## src/rtl/bt_pkg.sv

```systemverilog
`default_nettype none
// ============================================================================
// Module      : bt_pkg
// Description : Shared constants and FSM state type for the Bluetooth status
//               return path.
// Revision    : 1.0 - initial release
// ============================================================================
package bt_pkg;

    localparam logic [7:0] HEADER_DEFAULT    = 8'hA5;
    localparam int         PKT_BYTES         = 4;
    localparam int         CLKS_PER_BIT_9600 = 10417;

    typedef enum logic [1:0] {
        IDLE  = 2'd0,
        START = 2'd1,
        DATA  = 2'd2,
        STOP  = 2'd3
    } tx_state_t;

    function automatic logic [7:0] bt_checksum(input logic [7:0] b1,
                                               input logic [7:0] b2);
        return b1 ^ b2;
    endfunction

endpackage
`default_nettype wire

```

## src/rtl/uart_tx_byte.sv

```systemverilog
`default_nettype none
// ============================================================================
// Module      : uart_tx_byte
// Description : 8N1 byte serializer with back-to-back chaining from STOP.
// Revision    : 1.0 - initial release
// ============================================================================
module uart_tx_byte
    import bt_pkg::*;
#(
    parameter int CLKS_PER_BIT = CLKS_PER_BIT_9600
) (
    input  logic       CLK,
    input  logic       RST,
    input  logic       start,
    input  logic [7:0] data,
    output logic       txd,
    output logic       done
);

    localparam int                 c_CNT_W   = $clog2(CLKS_PER_BIT);
    localparam logic [c_CNT_W-1:0] c_CNT_MAX = c_CNT_W'(CLKS_PER_BIT - 1);

    tx_state_t          r_state;
    logic [c_CNT_W-1:0] r_cnt;
    logic [2:0]         r_bit_idx;
    logic [7:0]         r_data;
    logic               r_txd;
    logic               w_bit_end;

    assign w_bit_end = (r_cnt == c_CNT_MAX);
    // Decoded from registers only: marks the last stop-bit cycle so the
    // sequencer can chain the next byte with zero gap.
    assign done      = (r_state == STOP) && w_bit_end;
    assign txd       = r_txd;

    always_ff @(posedge CLK) begin
        if (RST) begin
            r_state   <= IDLE;
            r_cnt     <= '0;
            r_bit_idx <= '0;
            r_data    <= '0;
            r_txd     <= 1'b1;
        end else begin
            r_cnt <= ((r_state == IDLE) || w_bit_end) ? '0 : r_cnt + 1'b1;
            case (r_state)
                IDLE: begin
                    r_txd <= 1'b1;
                    if (start) begin
                        r_data  <= data;
                        r_txd   <= 1'b0;
                        r_state <= START;
                    end
                end
                START: begin
                    if (w_bit_end) begin
                        r_txd     <= r_data[0];
                        r_bit_idx <= '0;
                        r_state   <= DATA;
                    end
                end
                DATA: begin
                    if (w_bit_end) begin
                        if (r_bit_idx == 3'd7) begin
                            r_txd   <= 1'b1;
                            r_state <= STOP;
                        end else begin
                            r_bit_idx <= r_bit_idx + 3'd1;
                            r_txd     <= r_data[r_bit_idx + 3'd1];
                        end
                    end
                end
                STOP: begin
                    if (w_bit_end) begin
                        if (start) begin
                            r_data  <= data;
                            r_txd   <= 1'b0;
                            r_state <= START;
                        end else begin
                            r_txd   <= 1'b1;
                            r_state <= IDLE;
                        end
                    end
                end
                default: begin
                    r_txd   <= 1'b1;
                    r_state <= IDLE;
                end
            endcase
        end
    end

endmodule
`default_nettype wire

```

## src/rtl/bt_status_tx.sv

```systemverilog
`default_nettype none
// ============================================================================
// Module      : bt_status_tx
// Description : Sends a 4-byte status packet (header, track, volume/play,
//               checksum) on change or request; changes mid-packet coalesce.
// Revision    : 1.0 - initial release
// ============================================================================
module bt_status_tx
    import bt_pkg::*;
#(
    parameter int         CLKS_PER_BIT = CLKS_PER_BIT_9600,
    parameter logic [7:0] HEADER       = HEADER_DEFAULT
) (
    input  logic       CLK,
    input  logic       RST,
    input  logic [2:0] TRACK,
    input  logic [3:0] VOLUME,
    input  logic       PLAYING,
    input  logic       SEND_REQ,
    output logic       UART_TXD,
    output logic       BUSY,
    output logic       PKT_DONE
);

    localparam logic [1:0] c_LAST_BYTE = 2'(PKT_BYTES - 1);

    logic [7:0] w_status;
    logic [7:0] r_status_prev;
    logic [7:0] r_snap;
    logic       r_pending;
    logic       r_busy;
    logic       r_pkt_done;
    logic [1:0] r_byte_idx;

    logic       w_trigger;
    logic       w_launch;
    logic       w_next_byte;
    logic       w_ser_start;
    logic       w_ser_done;
    logic [7:0] w_b1;
    logic [7:0] w_b2;
    logic [7:0] w_b3;
    logic [7:0] w_ser_data;

    assign w_status    = {PLAYING, VOLUME, TRACK};
    assign w_trigger   = (w_status != r_status_prev) || SEND_REQ;
    assign w_launch    = !r_busy && r_pending;
    assign w_next_byte = r_busy && w_ser_done && (r_byte_idx != c_LAST_BYTE);
    assign w_ser_start = w_launch || w_next_byte;

    assign w_b1 = {5'b0, r_snap[2:0]};
    assign w_b2 = {r_snap[7], 3'b0, r_snap[6:3]};
    assign w_b3 = bt_checksum(w_b1, w_b2);

    // r_byte_idx names the byte currently on the wire; chaining loads the next.
    always_comb begin
        w_ser_data = HEADER;
        if (!w_launch) begin
            case (r_byte_idx)
                2'd0:    w_ser_data = w_b1;
                2'd1:    w_ser_data = w_b2;
                default: w_ser_data = w_b3;
            endcase
        end
    end

    always_ff @(posedge CLK) begin
        if (RST) begin
            r_status_prev <= '0;
            r_snap        <= '0;
            r_pending     <= 1'b0;
            r_busy        <= 1'b0;
            r_pkt_done    <= 1'b0;
            r_byte_idx    <= '0;
        end else begin
            r_status_prev <= w_status;
            r_pkt_done    <= 1'b0;

            // A trigger in the launch cycle wins so it earns its own follow-up.
            if (w_trigger) begin
                r_pending <= 1'b1;
            end else if (w_launch) begin
                r_pending <= 1'b0;
            end

            if (w_launch) begin
                r_busy     <= 1'b1;
                r_byte_idx <= '0;
                r_snap     <= w_status;
            end else if (r_busy && w_ser_done) begin
                if (r_byte_idx == c_LAST_BYTE) begin
                    r_busy     <= 1'b0;
                    r_pkt_done <= 1'b1;
                end else begin
                    r_byte_idx <= r_byte_idx + 2'd1;
                end
            end
        end
    end

    uart_tx_byte #(
        .CLKS_PER_BIT (CLKS_PER_BIT)
    ) u_uart_tx_byte (
        .CLK   (CLK),
        .RST   (RST),
        .start (w_ser_start),
        .data  (w_ser_data),
        .txd   (UART_TXD),
        .done  (w_ser_done)
    );

    assign BUSY     = r_busy;
    assign PKT_DONE = r_pkt_done;

endmodule
`default_nettype wire

```

## config.mk

```make
export PLATFORM = sky130hd
export DESIGN_NAME = bt_status_tx
export DESIGN_NICKNAME = d
export VERILOG_FILES = /design/src/rtl/bt_pkg.sv /design/src/rtl/uart_tx_byte.sv /design/src/rtl/bt_status_tx.sv
export SDC_FILE = /design/constraint.sdc
export NUM_CORES = 1
export LEC_CHECK = 0
export ABC_AREA = 1
export BUFFER_PORTS_ARGS = -buffer_cell sky130_fd_sc_hd__buf_2
export CAP_MARGIN = 20
export CORE_MARGIN = 8
export CORE_UTILIZATION = 40
export DETAILED_ROUTE_END_ITERATION = 8
export HOLD_SLACK_MARGIN = 0.15
export PLACE_DENSITY = 0.62
export SYNTH_ARGS = -nofsm -noshare
export SYNTH_HDL_FRONTEND = slang
export SYNTH_SLANG_ARGS = --single-unit
```

## constraint.sdc

```tcl
create_clock -name CLK -period 2.1 [get_ports CLK]
set_clock_uncertainty 0.2 [all_clocks]
set_input_delay 0 -clock CLK [delete_from_list [all_inputs] [get_ports CLK]]
set_output_delay 0 -clock CLK [all_outputs]
set_load 0.02 [all_outputs]
```

==> reports/metrics.cfg, run 1 <==
[clocking]
post_cts_buffers = 0
clk_latency_ns = 0.31
cts-root-buf = clkbuf_8
cts_hold_buffers = 18
clock-sinks = 47
cts_resized = 0
cts_tree = built
cts_made_buffers = 5
cts_htree_levels = 2
clock_path_buffers = 2
clk_pin_slew_ns = 0.10

[cells_and_area]
n_fill_cell = 573
layout_common_cells = dfxtp_1 (47), inv_1 (44), nor2_1 (38)
nets = 351
diodes = 0
drive_above_1_share_pct = 12.2
final_common_cell = dfxtp_1
postLayoutCellArea_mm2 = 0.00270
syn2layout_area_growth_pct = 19.3

[routing]
avgViaCountPerCell = 4.70
postRouteAntennaNets = 0
drt_iter0_markers = 70
dr.pass1.iters = 4
wire_per_inst_um = 11.6
routed_wl_mm = 4.65
dr_total_vias = 1885
route.detailed.drc = 0

[logic_synthesis]
ys.flop_type = dfxtp_1
synth_area_per_cell_um2 = 7.80
postSynthCellCount = 290
yosys.cell_types.count = 36
synth.top_cell.area_share_pct = 41.6
yosysTopAreaCell = dfxtp_1
synth-edff-count = 0
syn_area_mm2 = 0.00226
ys_seq_area_share_pct = 41.6
async_flop_share_pct = 0
yosys_warnings = 0
synth_nets = 313
synthTopCellsByArea = dfxtp_1 (42%), inv_1 (7.3%), ha_1 (6.6%)
ys_ff_latch = 47

[power]
p_leak_uw = 0.00118
p_sw_share_pct = 35.0
pwr_density_cell_mw_per_mm2 = 848
switching_power_uw = 799
power_uw = 2290
combinationalPowerShare_pct = 30.1
power.share.sequential_pct = 45.3
p_int_uw = 1490
ir_worst_vdd_v = 0.000452
power_frac_clock_pct = 24.6

[global_route]
grt_max_degree = 17
grt_pass1_vias = 1922
grt_pass1_wl_mm = 8.41
grt_usage_pct = 12.1
antenna_found_initial = 0
overflow = 0

[timing]
slew_violations = 0
maxSlewHeadroom_pct = 71.0
tns_ns = 0
max_clock_freq_mhz = 534
hold_violations = 0
fin_crit_sh_pct = 89.3
tightest_slew_ns = 0.432
setup_viol = 0
min_period_ns = 1.87
rsz0062_at_grt = no

[worst_setup_path]
cp.arrival_ns = 1.89
crit_family = simple AND/OR/NAND/NOR gates
crit_slowest_cell = nor3_1
required_ns = 2.11
start_kind = register
crit_buf_inv = 0
path_class = register to register
critPathMaxFanout = 4
slowest_delay_ns = 0.39
worst_setup_path_end_kind = register
path_cells = ha_1 -> nand2_1 -> nor3_1 -> nand3_1 -> nor2_1 -> a21oi_1 -> o21a_1

[floorplanning]
dieArea_mm2 = 0.00831
pin_count = 14
die_x_um = 91.2
num_rows = 27
coreArea_mm2 = 0.00547
initial_utilization_pct = 41.3
die_y_um = 91.2

[place]
hpwl_mm = 3.42
numPortBuffers = 13
gp_congestion = 0.803
placed_cell_area_mm2 = 0.00243

[job]
drv_cap = 0

[worst_hold_path]
holdCritPathClass = register to register

[status]
outcome = finished clean

==> final timing paths <==
kind	start	slack, ns	end	cells past startpoint
worst max-delay path	u_uart_tx_byte.r_cnt[0]	0.23	u_uart_tx_byte.r_cnt[12]	7
worst max register to register	u_uart_tx_byte.r_cnt[0]	0.23	u_uart_tx_byte.r_cnt[12]	7
worst min register to register	u_uart_tx_byte.r_bit_idx[1]	0.26	u_uart_tx_byte.r_bit_idx[1]	2
worst min-delay path	u_uart_tx_byte.r_bit_idx[1]	0.26	u_uart_tx_byte.r_bit_idx[1]	2
==> flip-flops by register name, indices dropped and copies added (netlist names) <==
signal / count
u_uart_tx_byte.txd: 1
BUSY: 1
u_uart_tx_byte.r_data: 6
r_byte_idx: 2
PKT_DONE: 1
u_uart_tx_byte.r_state: 2
u_uart_tx_byte.r_bit_idx: 3
u_uart_tx_byte.r_cnt: 14
r_pending: 1
r_status_prev: 8
r_snap: 8
==> cell usage after synthesis, types with 2 or more instances <==
library cell  number
a21oi_1           22
nand3_1           17
nand2_1           37
inv_2              4
ha_1              12
nor3_1             3
dfxtp_1           47
xor2_1             8
o21a_1             2
o21ai_0           17
nor2_1            38
a211oi_1           7
o211ai_1           2
nand2_4            3
o22ai_1            4
nor2_2             3
inv_1             44
nor4_1             2
==> worst register-to-register path, cell delays in order, from the launching register on <==
cell and delay, ns:
dfxtp_1 0.38, ha_1 0.18, nand2_1 0.08, nor3_1 0.39, nand3_1 0.20, nor2_1 0.18
a21oi_1 0.08, o21a_1 0.10
==> metal layers <==
metal / share of wire [%] / track usage [%]
met5: 0 / 0
met4: 2.0 / 5.32
met1: 46 / 13.8
met3: 3.8 / 3.21
met2: 48 / 20.6
==> power groups by stage <==
stage               Clock, uW  Combinational, uW  Sequential (uW)
finish                    564                688             1030
global route              621                798             1050
CTS                       591                696             1030
detailed placement          0                664             1050
global placement            0                653             1050
floorplan                   0                518             1050
==> stage by stage <==
stage,utilization [%],instances,hold WS (ns),setup WS (ns)
after detailed placement,44.3,375,0.0493,0.196
final,49.3,401,0.260,0.226
after floorplan,-,290,-0.0815,0.450
after global placement,44.3,375,0.0476,0.259
after global routing,49.3,401,0.295,0.0164
after CTS,49.3,401,0.266,0.187
==> layout make-up <==
type	instances	area (um2)	area share, %
Clock buffer	5	68.8	2.55
Clock inverter	3	22.5	0.835
Inverter	49	184	6.82
Multi-Input combinational cell	191	1120	41.7
Sequential cell	47	941	34.9
Tap cell	72	90.1	3.34
Timing Repair Buffer	34	268	9.93
==> cells by family after synthesis <==
logic type | share of synthesized area (%)
and+or+nand+nor | 23.8
xor gates and xnor gates | 3.10
DFF | 41.6
AOI/OAI and AO/OA | 16.2
adders and majority gates | 6.64
buffers and inverters | 8.69
(Power assumes the default switching activity.)
==> inputs of run 2 (changes only) <==
--- a/config.mk
+++ b/config.mk
@@ -13,6 +13,7 @@
 export DETAILED_ROUTE_END_ITERATION = 8
 export HOLD_SLACK_MARGIN = 0.15
 export PLACE_DENSITY = 0.62
+export SLEW_MARGIN = 20
 export SYNTH_ARGS = -nofsm -noshare
 export SYNTH_HDL_FRONTEND = slang
 export SYNTH_SLANG_ARGS = --single-unit
==> constraint.sdc (replaced) <==
create_clock -name CLK -period 2.1 [get_ports CLK]
set_clock_uncertainty 0.2 [all_clocks]
set_input_delay 0 -clock CLK [delete_from_list [all_inputs] [get_ports CLK]]
set_output_delay 0 -clock CLK [all_outputs]
set_load 0.1 [all_outputs]
==> run 2 against run 1 <==
  * Sequential share of layout area decreased by 0.067 points
  * Routed wire length decreased by 4.6%
  * Hold slack improved by 0.0020 ns
  * Combinational power increased by 7.7%
  * Global-route usage decreased by 0.85 points
  * Worst setup slack improved by 0.0067 ns
  * Die area unchanged
  * Power increased by 3.4%
  * Sequential power about the same
  * Highest routed layer unchanged
==> reports/metrics.cfg, run 2 (same netlist as run 1, synthesis figures left out) <==
[worst_setup_path]
crit_slowest_cell = dlygate4sd3_1
slowest_delay_ns = 0.57
cp.arrival_ns = 1.85
path_class = input pin to register
path_cells = dlygate4sd3_1 -> buf_2 -> inv_1 -> nor2_1 -> nor4_1 -> a31oi_1 -> dlygate4sd3_1
critPathMaxFanout = 4
required_ns = 2.09
worst_setup_path_end_kind = register
cp_common_cell = dlygate4sd3_1
start_kind = input pin

[cells_and_area]
final_common_cell = dfxtp_1
n_fill_cell = 552
regMostFlops = u_uart_tx_byte.r_cnt
postLayoutCellArea_mm2 = 0.00271
largest_reg_flops = 14
syn2layout_area_growth_pct = 19.7
top_regs = u_uart_tx_byte.r_cnt (14), r_snap (8), r_status_prev (8)
seq_area_um2 = 942
multi_input_area_mm2 = 0.00112
layout_common_cells = dfxtp_1 (46), inv_1 (44), nor2_1 (38)
nets = 350
drive_above_1_share_pct = 11.9
diodes = 0

[power]
combinationalPowerShare_pct = 31.3
switching_power_uw = 819
p_sw_share_pct = 34.6
p_leak_uw = 0.00117
ir_worst_vdd_v = 0.000545
pwr_density_cell_mw_per_mm2 = 874
power.share.sequential_pct = 43.7
power_frac_clock_pct = 25.0
p_int_uw = 1550

[clocking]
cts_tree = built
cts_made_buffers = 5
cts_htree_levels = 2
clock_path_buffers = 2
clk_latency_ns = 0.29
cts-root-buf = clkbuf_8
post_cts_buffers = 0
clk_pin_slew_ns = 0.08
clock-sinks = 47

[floorplanning]
die_y_um = 91.2
die_x_um = 91.2
coreArea_mm2 = 0.00547
initial_utilization_pct = 41.3
pin_count = 14
dieArea_mm2 = 0.00831
num_rows = 27

[global_route]
grt_pass1_wl_mm = 7.76
overflow = 0
antenna_found_initial = 0
grt_max_degree = 20
grt_usage_pct = 11.2
grt_pass1_vias = 1806

[place]
placed_cell_area_mm2 = 0.00241
gp_congestion = 0.825
numPortBuffers = 13
hpwl_mm = 3.28

[routing]
wire_per_inst_um = 11.1
drt_iter0_markers = 41
routed_wl_mm = 4.43
avgViaCountPerCell = 4.66
postRouteAntennaNets = 0
route.detailed.drc = 0
dr.pass1.iters = 4
dr_total_vias = 1864

[job]
drv_cap = 0

[timing]
slew_violations = 0
maxSlewHeadroom_pct = 67.5
tightest_slew_ns = 0.491
fin_crit_sh_pct = 88.9
min_period_ns = 1.87
setup_viol = 0
hold_violations = 0
max_clock_freq_mhz = 535
tns_ns = 0
rsz0062_at_grt = no

[status]
outcome = finished clean

[worst_hold_path]
holdCritPathClass = register to register

[run 2: final cells by class]
type                            count  share of cell area (%)
Inverter                           49                    6.80
Clock inverter                      1                   0.277
Timing Repair Buffer               33                    9.71
Multi-Input combinational cell    191                    41.5
Tap cell                           72                    3.33
Sequential cell                    47                    34.8
Clock buffer                        7                    3.56
[run 2: path summary, 6_finish.rpt]
kind / startpoint / to / slack (ns) / cells past startpoint
setup / recovery: VOLUME[2] / r_pending / 0.23 / 7
hold / removal: u_uart_tx_byte.r_bit_idx[2] / u_uart_tx_byte.r_bit_idx[2] / 0.26 / 2
setup reg to reg: u_uart_tx_byte.r_cnt[0] / u_uart_tx_byte.r_cnt[12] / 0.23 / 7
hold reg to reg: u_uart_tx_byte.r_bit_idx[2] / u_uart_tx_byte.r_bit_idx[2] / 0.26 / 2
[run 2: repair_timing]
item / CTS / global route
endpoints found under the hold margin: 26 / 0
gates resized for setup: 0 / 0
endpoints found under the setup margin: 0 / 0
hold buffers: 19 / 0
[run 2: power by group through the flow]
stage / Clock (uW) / Combinational [uW] / Sequential [uW]
after floorplan: 0 / 518 / 1110
after global placement: 0 / 707 / 1050
after detailed placement: 0 / 715 / 1050
after CTS: 613 / 744 / 1030
after global routing: 661 / 841 / 1040
final: 591 / 741 / 1030
[run 2: layer usage]
metal  global-route usage (%)  vias up  part of all wire [%]
li1                         -     1018                     -
met1                     13.1      822                    48
met2                     19.2       18                    48
met3                     3.05        6                   2.3
met4                     3.96        0                   1.4
met5                        0        -                     0
[run 2: stage by stage]
step           instances  util [%]  setup WS (ns)  power (uW)  hold slack [ns]
3_5_place_dp         373      44.1          0.263        1770           0.0488
5_1_grt              400      49.5         0.0506        2540            0.276
2_1_floorplan        290         -          0.205        1630          -0.0815
4_1_cts              400      49.5          0.235        2390            0.268
3_3_place_gp         373      44.1          0.269        1760           0.0461
6_report             400      49.5          0.232        2360            0.262
[run 2: worst max-delay path, delay by kind of cell]
| kind | cells | cell delay (ns) |
|---|---|---|
| AOI/OAI and AO/OA | 1 | 0.13 |
| buffers and inverters | 4 | 1.33 |
| and+or+nand+nor | 2 | 0.40 |
==> inputs of run 3 (changes only) <==
--- a/config.mk
+++ b/config.mk
@@ -13,6 +13,7 @@
 export DETAILED_ROUTE_END_ITERATION = 8
 export HOLD_SLACK_MARGIN = 0.15
 export PLACE_DENSITY = 0.62
+export REMOVE_ABC_BUFFERS = 1
 export SLEW_MARGIN = 20
 export SYNTH_ARGS = -nofsm -noshare
 export SYNTH_HDL_FRONTEND = slang
==> run 3 against run 2 <==
  * Clock power is 9.6% lower
  * Sequential power is essentially flat
  * Sequential share of layout area up 0.12 points
  * Die area did not move
  * Critical endpoint unchanged
  * Global-route usage is 0.44 points higher
  * Design area shrank 0.46%
  * Combinational power grew 2%
  * Utilization shrank 0.23 points
  * Via count is 3.1% higher
==> reports/metrics.cfg, run 3 (same netlist as run 1, synthesis figures left out) <==
[timing]
min_period_ns = 1.92
maxSlewHeadroom_pct = 67.5
tns_ns = 0
rsz0062_at_grt = no
tightest_slew_ns = 0.490
hold_violations = 0
setup_ws_ns = 0.181
slew_violations = 0
fin_crit_sh_pct = 91.4
max_clock_freq_mhz = 521
setup_viol = 0

[place]
hpwl_mm = 3.39
gp_congestion = 0.786
numPortBuffers = 13
pre_cts_ws_ns = 0.264
placed_cell_area_mm2 = 0.00242

[worst_setup_path]
path_class = input pin to register
r2r_end = u_uart_tx_byte.r_state[0]
worst_setup_path_end_kind = register
cp.arrival_ns = 1.91
endpoint = r_pending
required_ns = 2.09
regToRegStartpoint = u_uart_tx_byte.r_state[0]
start_kind = input pin
r2r_cells = 9
critPathMaxFanout = 4
r2r_setup_slack_ns = 0.23
cp-startpoint = VOLUME[2]

[floorplanning]
die_y_um = 91.2
initial_utilization_pct = 41.3
dieArea_mm2 = 0.00831
pin_count = 14
num_rows = 27
coreArea_mm2 = 0.00547
die_x_um = 91.2

[status]
outcome = finished clean

[global_route]
grt_usage_pct = 11.7
grt_pass1_vias = 1871
antenna_found_initial = 0
grt_max_degree = 20
grt_pass1_wl_mm = 8.08
overflow = 0

[clocking]
cts-root-buf = clkbuf_8
cts_made_buffers = 5
clk_pin_slew_ns = 0.09
cts_tree = built
clock-sinks = 47
clk_latency_ns = 0.30
cts_htree_levels = 2
clock_path_buffers = 2

[cells_and_area]
final_common_cell = dfxtp_1
top_regs = u_uart_tx_byte.r_cnt (14), r_snap (8), r_status_prev (8)
final_util_pct = 49.2
diodes = 0
layout_common_cells = dfxtp_1 (47), inv_1 (44), nor2_1 (38)
syn2layout_area_growth_pct = 19.1
largest_reg_flops = 14
n_fill_cell = 570
regMostFlops = u_uart_tx_byte.r_cnt
postLayoutCellArea_mm2 = 0.00269
drive_above_1_share_pct = 11.6
nets = 351

[worst_hold_path]
holdCritPathClass = register to register
whs_path_depth = 2

[power]
pwr_density_cell_mw_per_mm2 = 863
ir_worst_vdd_v = 0.000407
p_leak_uw = 0.00117

[routing]
routed_wl_mm = 4.62
avgViaCountPerCell = 4.79
dr.pass1.iters = 4
postRouteAntennaNets = 0
drt_iter0_markers = 117
route.detailed.drc = 0
dr_total_vias = 1921
wire_per_inst_um = 11.5

[job]
drv_cap = 0

-- run 3: cell types whose count changed in the layout (fill, tap and decap cells not counted) --
cell,previous run,this run
dfxtp_1,46,47
clkbuf_1,0,1
buf_4,1,2
clkinv_2,0,1
clkbuf_8,7,5
dfxtp_2,1,0
-- run 3: through the flow --
stage	total power, uW	cells	hold slack, ns
after CTS	2350	401	0.273
after floorplan	1620	287	-0.131
after detailed placement	1780	374	0.0476
after global placement	1760	374	0.0446
after global routing	2490	401	0.292
final	2320	401	0.264
-- run 3: how the worst min path moves through the flow --
stage	endpoint	startpoint
after floorplan	u_uart_tx_byte.r_data[0]	RST
after global placement	r_status_prev[5]	VOLUME[2]
after detailed placement	r_status_prev[2]	TRACK[2]
after CTS	u_uart_tx_byte.r_bit_idx[1]	u_uart_tx_byte.r_bit_idx[1]
after global routing	u_uart_tx_byte.r_data[5]	u_uart_tx_byte.r_data[5]
final	u_uart_tx_byte.r_bit_idx[1]	u_uart_tx_byte.r_bit_idx[1]
-- run 3: critical path, stage by stage --
cell and delay, ns:
dlygate4sd3_1 0.54, buf_2 0.12, inv_1 0.10, nor2_1 0.06, nor4_1 0.37, a31oi_1 0.15, dlygate4sd3_1 0.57
-- run 3: layout make-up --
type	instances	area (um2)	area share, %
Multi-Input combinational cell	191	1120	41.7
Sequential cell	47	941	34.9
Timing Repair Buffer	34	270	10.0
Inverter	49	184	6.83
Tap cell	72	90.1	3.34
Clock buffer	6	72.6	2.69
Clock inverter	2	12.5	0.464
-- run 3: power breakdown --
group          internal (uW)  switching (uW)
clock network            233             301
logic                    274             481
registers                974            61.3
-- run 3: routing by layer --
layer	routed length [um]	GRT usage, %	up-vias	share of wire, %
li1	-	-	1013	-
met1	2200	13.5	873	48
met2	2210	20.1	27	48
met3	118	2.88	8	2.6
met4	88	4.91	0	1.9
met5	0	0	-	0
-- run 3: what timing repair did --
item                                   in CTS  in global routing
hold buffers                               19                  0
setup endpoints to repair                   0                  0
buffers inserted                            0                  0
gates resized for setup                     0                  0
endpoints found under the hold margin      26                  0
